<file path="config.mk">
export PLATFORM = sky130hd
export DESIGN_NAME = alu8_seq_flat
export DESIGN_NICKNAME = d
export VERILOG_FILES = /design/src/rtl/alu4_pkg.sv /design/src/rtl/alu8_seq_if.sv /design/src/rtl/alu8_seq.sv /design/src/flat_wrapper.sv
export SDC_FILE = /design/constraint.sdc
export NUM_CORES = 1
export LEC_CHECK = 0
export ABC_CLOCK_PERIOD_IN_PS = 2300
export BUFFER_PORTS_ARGS = -buffer_cell sky130_fd_sc_hd__buf_2
export CAP_MARGIN = 15
export CORE_MARGIN = 5
export CORE_UTILIZATION = 51
export CTS_CLUSTER_SIZE = 28
export DETAILED_ROUTE_END_ITERATION = 10
export GPL_TIMING_DRIVEN = 0
export PLACE_DENSITY = 0.86
export SETUP_SLACK_MARGIN = 0.1
export SLEW_MARGIN = 20
export SYNTH_ARGS = -nofsm -noshare
export SYNTH_HDL_FRONTEND = slang
export SYNTH_SLANG_ARGS = --single-unit
</file>
<file path="constraint.sdc">
create_clock -name clk -period 2.3 [get_ports clk]
set_clock_uncertainty 0.05 [all_clocks]
set_input_delay 0.115 -clock clk [delete_from_list [all_inputs] [get_ports clk]]
set_output_delay 0.115 -clock clk [all_outputs]
set_load 0.02 [all_outputs]
</file>
<file path="src/rtl/alu4_pkg.sv">
// Shared definitions for the 4-bit ALU and its 8-bit command sequencer.
package alu4_pkg;

    localparam logic [2:0] OP_ADD = 3'b000;
    localparam logic [2:0] OP_SUB = 3'b001;
    localparam logic [2:0] OP_AND = 3'b010;
    localparam logic [2:0] OP_OR  = 3'b011;
    localparam logic [2:0] OP_XOR = 3'b100;

    typedef enum logic [2:0] {
        S_IDLE = 3'd0,
        S_LO   = 3'd1,
        S_HI   = 3'd2,
        S_FIX  = 3'd3,
        S_DONE = 3'd4
    } seq_state_t;

    // Add and sub are the only ops whose low-nibble carry/borrow ripples upward.
    function automatic logic is_arith(input logic [2:0] op);
        return (op == OP_ADD) || (op == OP_SUB);
    endfunction

endpackage

</file>
<file path="src/rtl/alu8_seq_if.sv">
// Command/response handshake bundle between control logic and alu8_seq.
interface alu8_seq_if;
    logic       cmd_valid;
    logic       cmd_ready;
    logic [2:0] cmd_op;
    logic [7:0] cmd_a;
    logic [7:0] cmd_b;
    logic       rsp_valid;
    logic       rsp_ready;
    logic [7:0] rsp_result;
    logic       rsp_carry;
    logic       rsp_zero;
    logic       rsp_err;

    modport master (
        output cmd_valid, cmd_op, cmd_a, cmd_b, rsp_ready,
        input  cmd_ready, rsp_valid, rsp_result, rsp_carry, rsp_zero, rsp_err
    );

    modport slave (
        input  cmd_valid, cmd_op, cmd_a, cmd_b, rsp_ready,
        output cmd_ready, rsp_valid, rsp_result, rsp_carry, rsp_zero, rsp_err
    );
endinterface

</file>
<file path="src/rtl/alu8_seq.sv">
// 8-bit operation sequencer driving an external 4-bit ALU in nibble passes.
// A FIX pass adds/subtracts 1 to the high nibble when the low pass carried.
module alu8_seq
    import alu4_pkg::*;
(
    input  logic       clk,
    input  logic       rst_n,
    alu8_seq_if.slave  bus,
    output logic [3:0] alu_a,
    output logic [3:0] alu_b,
    output logic [2:0] alu_sel,
    input  logic [3:0] alu_result,
    input  logic       alu_carry,
    input  logic       alu_zero
);

    seq_state_t state, state_nx;

    logic [2:0] op_q;
    logic [3:0] a_hi, b_hi;
    logic [3:0] res_lo, res_hi;
    logic       c_lo, c_hi, c_fix;
    logic       z_lo, z_hi;
    logic       rsp_valid_q;
    logic       fix_need;

    assign fix_need = is_arith(op_q) && c_lo;

    assign bus.cmd_ready  = (state == S_IDLE);
    assign bus.rsp_valid  = rsp_valid_q;
    assign bus.rsp_result = {res_hi, res_lo};
    assign bus.rsp_carry  = is_arith(op_q) & (c_hi | c_fix);
    assign bus.rsp_zero   = z_lo & z_hi;
    assign bus.rsp_err    = (op_q > OP_XOR);

    // State register.
    always_ff @(posedge clk or negedge rst_n) begin
        if (!rst_n) state <= S_IDLE;
        else        state <= state_nx;
    end

    // Next-state decode: LO -> HI always, FIX only when a low carry must ripple.
    always_comb begin
        state_nx = state;
        case (state)
            S_IDLE:  if (bus.cmd_valid) state_nx = S_LO;
            S_LO:    state_nx = S_HI;
            S_HI:    state_nx = fix_need ? S_FIX : S_DONE;
            S_FIX:   state_nx = S_DONE;
            S_DONE:  if (bus.rsp_ready) state_nx = S_IDLE;
            default: state_nx = S_IDLE;
        endcase
    end

    // Datapath: latch command, sample each ALU pass, stage next ALU operands.
    always_ff @(posedge clk or negedge rst_n) begin
        if (!rst_n) begin
            op_q        <= 3'd0;
            a_hi        <= 4'd0;
            b_hi        <= 4'd0;
            res_lo      <= 4'd0;
            res_hi      <= 4'd0;
            c_lo        <= 1'b0;
            c_hi        <= 1'b0;
            c_fix       <= 1'b0;
            z_lo        <= 1'b0;
            z_hi        <= 1'b0;
            rsp_valid_q <= 1'b0;
            alu_a       <= 4'd0;
            alu_b       <= 4'd0;
            alu_sel     <= 3'd0;
        end else begin
            case (state)
                S_IDLE: if (bus.cmd_valid) begin
                    op_q    <= bus.cmd_op;
                    a_hi    <= bus.cmd_a[7:4];
                    b_hi    <= bus.cmd_b[7:4];
                    c_fix   <= 1'b0;
                    alu_a   <= bus.cmd_a[3:0];
                    alu_b   <= bus.cmd_b[3:0];
                    alu_sel <= bus.cmd_op;
                end
                S_LO: begin
                    res_lo <= alu_result;
                    c_lo   <= alu_carry;
                    z_lo   <= alu_zero;
                    alu_a  <= a_hi;
                    alu_b  <= b_hi;
                end
                S_HI: begin
                    res_hi <= alu_result;
                    c_hi   <= alu_carry;
                    z_hi   <= alu_zero;
                    if (fix_need) begin
                        // Same op with operand 1 propagates the low carry/borrow.
                        alu_a <= alu_result;
                        alu_b <= 4'b0001;
                    end else begin
                        alu_a       <= 4'd0;
                        alu_b       <= 4'd0;
                        alu_sel     <= 3'd0;
                        rsp_valid_q <= 1'b1;
                    end
                end
                S_FIX: begin
                    res_hi      <= alu_result;
                    z_hi        <= alu_zero;
                    c_fix       <= alu_carry;
                    alu_a       <= 4'd0;
                    alu_b       <= 4'd0;
                    alu_sel     <= 3'd0;
                    rsp_valid_q <= 1'b1;
                end
                S_DONE: if (bus.rsp_ready) rsp_valid_q <= 1'b0;
                default: ;
            endcase
        end
    end

endmodule

</file>
<file path="src/flat_wrapper.sv">
// flat-port wrapper written by rule: the top's interface ports become plain ports
module alu8_seq_flat import alu4_pkg::*;
  (clk, rst_n, alu_a, alu_b, alu_sel, alu_result, alu_carry, alu_zero, bus_cmd_valid, bus_cmd_op, bus_cmd_a, bus_cmd_b, bus_rsp_ready, bus_cmd_ready, bus_rsp_valid, bus_rsp_result, bus_rsp_carry, bus_rsp_zero, bus_rsp_err);
  alu8_seq_if bus_i ();
  input  logic clk;
  input  logic rst_n;
  output logic [3:0] alu_a;
  output logic [3:0] alu_b;
  output logic [2:0] alu_sel;
  input  logic [3:0] alu_result;
  input  logic alu_carry;
  input  logic alu_zero;
  input wire logic [$bits(bus_i.cmd_valid)-1:0] bus_cmd_valid;
  input wire logic [$bits(bus_i.cmd_op)-1:0] bus_cmd_op;
  input wire logic [$bits(bus_i.cmd_a)-1:0] bus_cmd_a;
  input wire logic [$bits(bus_i.cmd_b)-1:0] bus_cmd_b;
  input wire logic [$bits(bus_i.rsp_ready)-1:0] bus_rsp_ready;
  output wire logic [$bits(bus_i.cmd_ready)-1:0] bus_cmd_ready;
  output wire logic [$bits(bus_i.rsp_valid)-1:0] bus_rsp_valid;
  output wire logic [$bits(bus_i.rsp_result)-1:0] bus_rsp_result;
  output wire logic [$bits(bus_i.rsp_carry)-1:0] bus_rsp_carry;
  output wire logic [$bits(bus_i.rsp_zero)-1:0] bus_rsp_zero;
  output wire logic [$bits(bus_i.rsp_err)-1:0] bus_rsp_err;
  assign bus_i.cmd_valid = bus_cmd_valid;
  assign bus_i.cmd_op = bus_cmd_op;
  assign bus_i.cmd_a = bus_cmd_a;
  assign bus_i.cmd_b = bus_cmd_b;
  assign bus_i.rsp_ready = bus_rsp_ready;
  assign bus_cmd_ready = bus_i.cmd_ready;
  assign bus_rsp_valid = bus_i.rsp_valid;
  assign bus_rsp_result = bus_i.rsp_result;
  assign bus_rsp_carry = bus_i.rsp_carry;
  assign bus_rsp_zero = bus_i.rsp_zero;
  assign bus_rsp_err = bus_i.rsp_err;
  alu8_seq u_core (.clk(clk), .rst_n(rst_n), .bus(bus_i), .alu_a(alu_a), .alu_b(alu_b), .alu_sel(alu_sel), .alu_result(alu_result), .alu_carry(alu_carry), .alu_zero(alu_zero));
endmodule
</file>
# --- Word level (Yosys, flattened, before mapping) ---
# Cells that the tools add are included.
# Widths: inputs -> output; s select.
totals:
  regBits: 39
  in_bits: 29
  output_inout_bits: 24
op_classes:
  n_lt_le_gt_ge: 1
  n_eq_ne: 8
  n_mux: 18
  bitwise_logic: 3
  reduce_logical: 15
ops:
  columns: ["cell", "n"]
  rows:
  - ["$pmux 4 s4", 2]
  - ["$mux 3", 5]
  - ["$pmux 3 s5", 1]
  - ["$mux 4", 3]
  - ["$pmux 3 s3", 1]
  - ["$reduce_and 2->1", 4]
  - ["$eq 3x1->1 const B", 2]
  - ["$eq 3x2->1 const B", 2]
  - ["$logic_not 3->1", 2]
  - ["$ne 2x2->1 const B", 3]
  - ["$reduce_and 3->1", 2]
  - ["$reduce_bool 3->1", 2]
  - ["$mux 1", 4]
  - ["$reduce_bool 4->1", 1]
  - ["$eq 3x3->1 const B", 1]
  - ["$gt 3x3->1 const B", 1]
  - ["$pmux 1 s3", 1]
  - ["$and 1x1->1", 2]
  - ["$pmux 1 s2", 1]
  - ["$reduce_bool 2->1", 1]
  - ["$reduce_or 2->1", 1]
  - ["$logic_and 1x1->1", 1]
  - ["$logic_or 1x1->1", 1]
  - ["$or 1x1->1", 1]

# --- Depth between registers and ports, before layout ---
# Gate-level depths: netlist (run 1).
logic_depth:
  ltp_word: 5
  ltp_mapped: 5
  depth_no_buf: 3

# --- Worst setup path after synthesis (run 1) ---
# No wires, ideal clock.
synth_timing:
  path_type: "register -> register"
  startpoint: "register u_core.state[1]"
  endpoint: "register u_core.a_hi[0]"
  setup_time_ns: 0.125
  arrival_ns: 1.428
  t_required_ns: 2.125
  slack_ns: 0.697
  stages_incl_launch_ff: 5
  n_path_buf: 2
  path_cell_list: "dfrtp_1 > buf_6 > nor4b_4 > buf_6 > mux2_4"
synth_via:
  elab_chain_len: 2
synth_lines:
  columns: ["element", "line_no", "source"]
  rows:
  - ["start, declared", "alu8_seq.sv:17", "seq_state_t state, state_nx;"]
  - ["start signal, assigned", "alu8_seq.sv:39", "else state <= state_nx;"]
  - ["$logic_not 3->1", "alu8_seq.sv:73", "case (state)"]
  - ["$reduce_and 2->1 (no line)", null, null]
  - ["end signal, assigned", "alu8_seq.sv:76", "a_hi <= bus.cmd_a[7:4];"]
  - ["end, declared", "alu8_seq.sv:20", "logic [3:0] a_hi, b_hi;"]
# Every way passes these cells.
# A chain may end at the register's enable or synchronous reset.

# --- Worst setup path in the final report (run 1) ---
# Ends and elaborated chain as after synthesis.

==> flow_metrics.tcl, run 1 <==
set metrics [dict create \
    status "complete, no violations" \
    syn_inst 145 \
    syn_avg_cell_area_sq_um 12.42 \
    io_buffer_count 51 \
    path_clk_slew_ns 0.12 \
    post-synth-top-count-cell "dfrtp_1" \
    wl_per_cell_microns 15.74 \
    setup_viol 0 \
    synth_edf_count 0 \
    cp_max_fo 10 \
    hold_class "in -> reg" \
    synthesis.area_sq_um 1800 \
    powerDensity_nw_per_um2 1447 \
    hold_path.startpoint "bus_cmd_b[1]" \
    drcViolationCount 0 \
    wl_mm 4.249 \
    postCtsResizedCells 0 \
    synth_top_area_cell "dfrtp_1" \
    vdd_drop_max_mv 0.7689 \
    slowest_stage "nor4b_4" \
    nets 251 \
    viasPerCell 5.163 \
    end_kind "flip-flop" \
    dp_hpwl_mm 2.950 \
    place.gp.congestion 0.7402 \
    drive_gt1_share_pct 41.26 \
    required_ns 2.49 \
    yosysSeqAreaShare_pct 54.20 \
    clockBufferDepth 2 \
    cp-start-kind "flip-flop" \
    clockRootBuffer "clkbuf_4" \
    crit_arrival_ns 1.98 \
    fill_cells 236 \
    ys.warnings.count 0 \
    maxCapViolations 0 \
    ys_ff_latch 39 \
    relSlewSlack_pct 45.95 \
    worstReg2RegEnd "u_core.a_hi[0]" \
    grt_pass1_wl_mm 7.590 \
    cts_hold_buf 19 \
    clock_sinks 39 \
    grt_pass1_vias 1554 \
    fp.dieH_microns 69.42 \
    path_common_cell "buf_6" \
    areaGrowthSynthToFinish_pct 32.59 \
    die_area_sq_um 4818 \
    first_iter_violations 112 \
    cp_slowest_stage_delay_ns 0.53 \
    synthTopCellsByArea "dfrtp_1, mux2_2, a22o_1, mux2_4, nand2_1" \
    rows 21 \
    crit_chain "buf_6 > nor4b_4 > buf_6 > mux2_4" \
    ios 53 \
    dr.pass1.iters 4 \
    synthDominantCellAreaShare_pct 54.20 \
    p_leak_nw 1.156 \
    synth_commonest_cells "dfrtp_1, nand2_1, mux2_2, a22o_1, a21oi_1" \
    synth_cell_types 30 \
    fin_crit_sh_pct 77.70 \
    syn_nets 174 \
    cts_buffers 5 \
    max_freq_ghz 0.5595 \
    pre_cts_ws_ns 0.5258 \
    antenna_found_initial 1 \
    ant_nets 0 \
    start_util_pct 53.12 \
    layout_setup_ws_ns 0.5128 \
    core-area_sq_um 3390 \
    grtUsageTotal_pct 19.65 \
    finalSetupTns_ns 0 \
    rsz0062_at_grt "false" \
    rrSetupSlack_ns 0.51 \
    grt_max_degree 40 \
    worst_pin_slew_ns 0.8108 \
    fin_crit_ns 1.787 \
    finalHoldViolCount 0 \
    cts_tree "built" \
    async_flop_share_pct 100.0 \
    hold_path_end "u_core.alu_b[1]" \
    synth_ff_type "dfrtp_1" \
    regArea_sq_um 975.9 \
    num_vias 1394 \
    cts_htree_levels 2 \
    grt_overflow 0 \
    die_w_microns 69.42 \
    worst_r2r_path_depth 4 \
    reg2reg_from "u_core.state[1]" \
    drv_slew 0 \
    hold_depth 3 \
    cts_setup_buffers 0 \
    critPathKind "reg -> reg" \
    multiInputGateArea_sq_um 755.7 \
    clk_latency_ns 0.36 \
]
[cells in the final DEF, fill, tap and decap left out, types with 2 or more instances in the layout]
cell,n
mux2_4,6
a21oi_1,9
clkbuf_1,4
o2bb2ai_1,5
buf_2,52
nand2_1,21
mux2_2,15
dfrtp_1,39
inv_1,2
nor4b_4,2
nor2b_1,6
nor3_1,2
dlygate4sd3_1,19
nor2_1,4
buf_6,3
clkbuf_4,5
a22o_1,11
[area by class of cell]
| type | instances | share of cell area [%] |
|---|---|---|
| sequential | 39 | 40.88 |
| multi-input combinational | 95 | 31.66 |
| timing repair buffer | 70 | 18.66 |
| buffer | 9 | 2.568 |
| tap | 46 | 2.411 |
| clock inverter | 3 | 1.834 |
| clock buffer | 5 | 1.572 |
| inverter | 2 | 0.3145 |
| antenna | 1 | 0.1048 |
[report_power, final]
group | internal [mW] | total, mW | switching (mW)
registers | 1.03 | 1.25 | 0.222
logic | 0.809 | 1.74 | 0.931
clock network | 0.229 | 0.461 | 0.232
[routing by layer]
metal / track usage, % / wire length [microns]
met1: 24.42 / 1775
met2: 31.36 / 2102
met3: 7.101 / 264
met4: 7.158 / 106
met5: 0 / 0
[worst max-delay path by stage]
stage / to / slack (ns) / start
6_report: u_core.a_hi[0] / 0.51 / u_core.state[1]
5_1_grt: u_core.a_hi[0] / 0.41 / u_core.state[1]
4_1_cts: u_core.a_hi[0] / 0.49 / u_core.state[1]
3_5_place_dp: u_core.a_hi[2] / 0.53 / u_core.state[1]
3_3_place_gp: u_core.a_hi[2] / 0.53 / u_core.state[1]
2_1_floorplan: u_core.a_hi[0] / 0.70 / u_core.state[1]
[kinds of logic after synthesis]
logic type,Yosys count,share of synthesized area (%)
DFF,39,54.20
AOI/OAI and AO/OA,33,14.04
muxes,22,14.94
and+or+nand+nor,40,13.00
buffers and inverters,11,3.822
[per-stage QoR]
stage | instances | cell area (sq um) | total power [mW] | hold WS [ns] | util, %
2_1_floorplan | 145 | 1800 | 2.486 | -0.2306 | -
3_3_place_gp | 242 | 2113 | 2.927 | 0.2135 | 62.35
3_5_place_dp | 242 | 2113 | 2.989 | 0.2159 | 62.35
4_1_cts | 269 | 2385 | 3.466 | 0.04623 | 70.36
5_1_grt | 270 | 2387 | 3.698 | 0.05362 | 70.43
6_report | 270 | 2387 | 3.455 | 0.04929 | 70.43
[critical path, delay by kind of cell, from the launching register on]
family        cells  cell delay [ns]
mux               1             0.31
flops             1             0.39
simple gates      1             0.53
buf+inv           2             0.38
[state kept, by name, summed over array words and instances (netlist names)]
register / count
u_core.res_hi: 4
u_core.bus.rsp_valid: 1
u_core.c_hi: 1
u_core.z_lo: 1
u_core.alu_a: 4
u_core.state: 3
u_core.z_hi: 1
u_core.res_lo: 4
u_core.c_lo: 1
u_core.a_hi: 4
u_core.c_fix: 1
u_core.op_q: 3
u_core.b_hi: 4
u_core.alu_sel: 3
u_core.alu_b: 4
Power figures use the tool's default switching activity.
==> run 2: changes to the inputs <==
--- a/config.mk
+++ b/config.mk
@@ -5,15 +5,15 @@
 export SDC_FILE = /design/constraint.sdc
 export NUM_CORES = 1
 export LEC_CHECK = 0
-export ABC_CLOCK_PERIOD_IN_PS = 2300
+export ABC_CLOCK_PERIOD_IN_PS = 1500
 export BUFFER_PORTS_ARGS = -buffer_cell sky130_fd_sc_hd__buf_2
 export CAP_MARGIN = 15
 export CORE_MARGIN = 5
-export CORE_UTILIZATION = 51
+export CORE_UTILIZATION = 46
 export CTS_CLUSTER_SIZE = 28
 export DETAILED_ROUTE_END_ITERATION = 10
 export GPL_TIMING_DRIVEN = 0
-export PLACE_DENSITY = 0.86
+export PLACE_DENSITY = 0.82
 export SETUP_SLACK_MARGIN = 0.1
 export SLEW_MARGIN = 20
 export SYNTH_ARGS = -nofsm -noshare
==> constraint.sdc (replaced) <==
create_clock -name clk -period 1.5 [get_ports clk]
set_clock_uncertainty 0.05 [all_clocks]
set_input_delay 0.075 -clock clk [delete_from_list [all_inputs] [get_ports clk]]
set_output_delay 0.075 -clock clk [all_outputs]
set_load 0.02 [all_outputs]
==> flow_metrics.tcl, run 2 (synthesis results as in run 1) <==
set metrics [dict create \
    status "finished, violations left" \
    violations "setup timing" \
    grt_overflow 0 \
    wl_per_cell_microns 17.02 \
    p_sw_share_pct 38.28 \
    fin_crit_ns 1.543 \
    antenna_found_initial 0 \
    diodes 0 \
    powerDensity_nw_per_um2 2331 \
    mostFrequentLayoutCells "buf_2, dfrtp_1, nand2_1" \
    num_vias 1473 \
    path_clk_slew_ns 0.08 \
    p_leak_nw 1.294 \
    reg2reg_from "u_core.state[2]" \
    maxCapViolations 0 \
    start_util_pct 48.45 \
    worst_pin_slew_ns 0.8479 \
    multiInputGateArea_sq_um 844.6 \
    ios 53 \
    crit_arrival_ns 1.67 \
    die_area_sq_um 5265 \
    drive_gt1_share_pct 51.06 \
    fp.dieH_microns 72.56 \
    final_common_cell "buf_2" \
    viasPerCell 5.205 \
    grt_pass1_vias 1480 \
    vdd_drop_max_mv 1.209 \
    rows 22 \
    ant_nets 0 \
    cts_tree "built" \
    hold_class "in -> reg" \
    endpoint "u_core.alu_b[1]" \
    first_iter_violations 155 \
    grt_pass1_wl_mm 7.541 \
    regArea_sq_um 978.4 \
    end_kind "flip-flop" \
    max_freq_ghz 0.6481 \
    cp_max_fo 10 \
    drv_slew 0 \
    areaGrowthSynthToFinish_pct 46.84 \
    dp_hpwl_mm 2.962 \
    rrSetupSlack_ns -0.04 \
    setup_viol 14 \
    die_w_microns 72.56 \
    final_cells 283 \
    cts_buffers 5 \
    relSlewSlack_pct 43.47 \
    finalSetupTns_ns -0.3496 \
    pwr-share-seq_pct 31.7 \
    finalHoldViolCount 0 \
    io_buffer_count 51 \
    design_area_sq_um 2644 \
    placed_area_sq_um 2116 \
    clockRootBuffer "clkbuf_8" \
    rsz0062_at_grt "true" \
    fin_crit_sh_pct 102.9 \
    drcViolationCount 0 \
    place.gp.congestion 0.8100 \
    wl_mm 4.817 \
    required_ns 1.62 \
    internal_power_mw 3.804 \
    power_mw 6.162 \
    fill_cells 268 \
    critPathKind "reg -> reg" \
    dp.cells 244 \
    cp_slowest_stage_delay_ns 0.46 \
    fin_util_pct 71.14 \
    cp-start-kind "flip-flop" \
    grtUsageTotal_pct 18.88 \
    core-area_sq_um 3716 \
    clk_latency_ns 0.29 \
    slowest_stage "dfrtp_2" \
    worstReg2RegEnd "u_core.alu_b[1]" \
    layout_setup_ws_ns -0.04301 \
    power_frac_clock_pct 14.7 \
    clockBufferDepth 2 \
    pre_cts_ws_ns -0.2545 \
    holdWs_ns 0.08625 \
    cts_htree_levels 2 \
    dr.pass1.iters 4 \
    grt_max_degree 40 \
    startpoint "u_core.state[2]" \
    nets 263 \
    clock_sinks 39 \
    worst_r2r_path_depth 4 \
    crit_chain "clkbuf_4 > o21bai_2 > a22o_1 > mux2_4" \
    p_sw_mw 2.359 \
    comb_power_share_pct 53.6 \
]
-- run 2: cell count changes in the layout (fill, tap and decap cells not counted), sizes merged --
cell | previous run | this run
clkbuf | 9 | 10
clkinv | 2 | 1
diode | 1 | 0
buf | 56 | 68
-- run 2: layout make-up --
cell class	instances	area share, %
clock buffer	6	3.124
sequential	39	37.01
inverter	2	0.2840
clock inverter	2	1.325
tap	48	2.272
timing repair buffer	82	20.92
buffer	9	3.124
multi-input combinational	95	31.95
-- run 2: worst max-delay path, delay by kind of cell (launching register included) --
family	cells	cell delay [ns]
mux	1	0.26
compound gates	2	0.44
flops	1	0.46
buf+inv	1	0.22
-- run 2: what timing repair did --
item                                   in CTS  in global routing
endpoints found under the hold margin      60                  1
hold buffers                               18                  1
pin swaps                                   2                 10
buffers inserted                            7                  5
gates resized for setup                    21                 20
setup endpoints to repair                  32                 35
-- run 2: routing by layer --
layer  up-vias  routed length [microns]  GRT usage, %
met3         8                      304         4.155
li1        689                        -             -
met1       725                     2049         25.44
met4         0                       92         7.172
met2        51                     2371         29.66
met5         -                        0             0
-- run 2: power by group through the flow --
| stage | clock network [mW] | logic (mW) | registers [mW] |
|---|---|---|---|
| 2_1_floorplan | 0 | 1.61 | 2.20 |
| 3_3_place_gp | 0 | 2.56 | 1.91 |
| 3_5_place_dp | 0 | 2.64 | 1.93 |
| 4_1_cts | 0.924 | 3.02 | 1.93 |
| 5_1_grt | 0.969 | 3.51 | 2.01 |
| 6_report | 0.907 | 3.30 | 1.95 |
-- run 2: worst min-delay path by stage --
stage,start,end,cells after the start
6_report,bus_cmd_b[3],u_core.alu_b[3],3
3_5_place_dp,rst_n,u_core.bus.rsp_valid,1
2_1_floorplan,rst_n,u_core.a_hi[0],0
5_1_grt,bus_cmd_b[2],u_core.alu_b[2],3
4_1_cts,alu_carry,u_core.c_hi,2
3_3_place_gp,rst_n,u_core.bus.rsp_valid,1
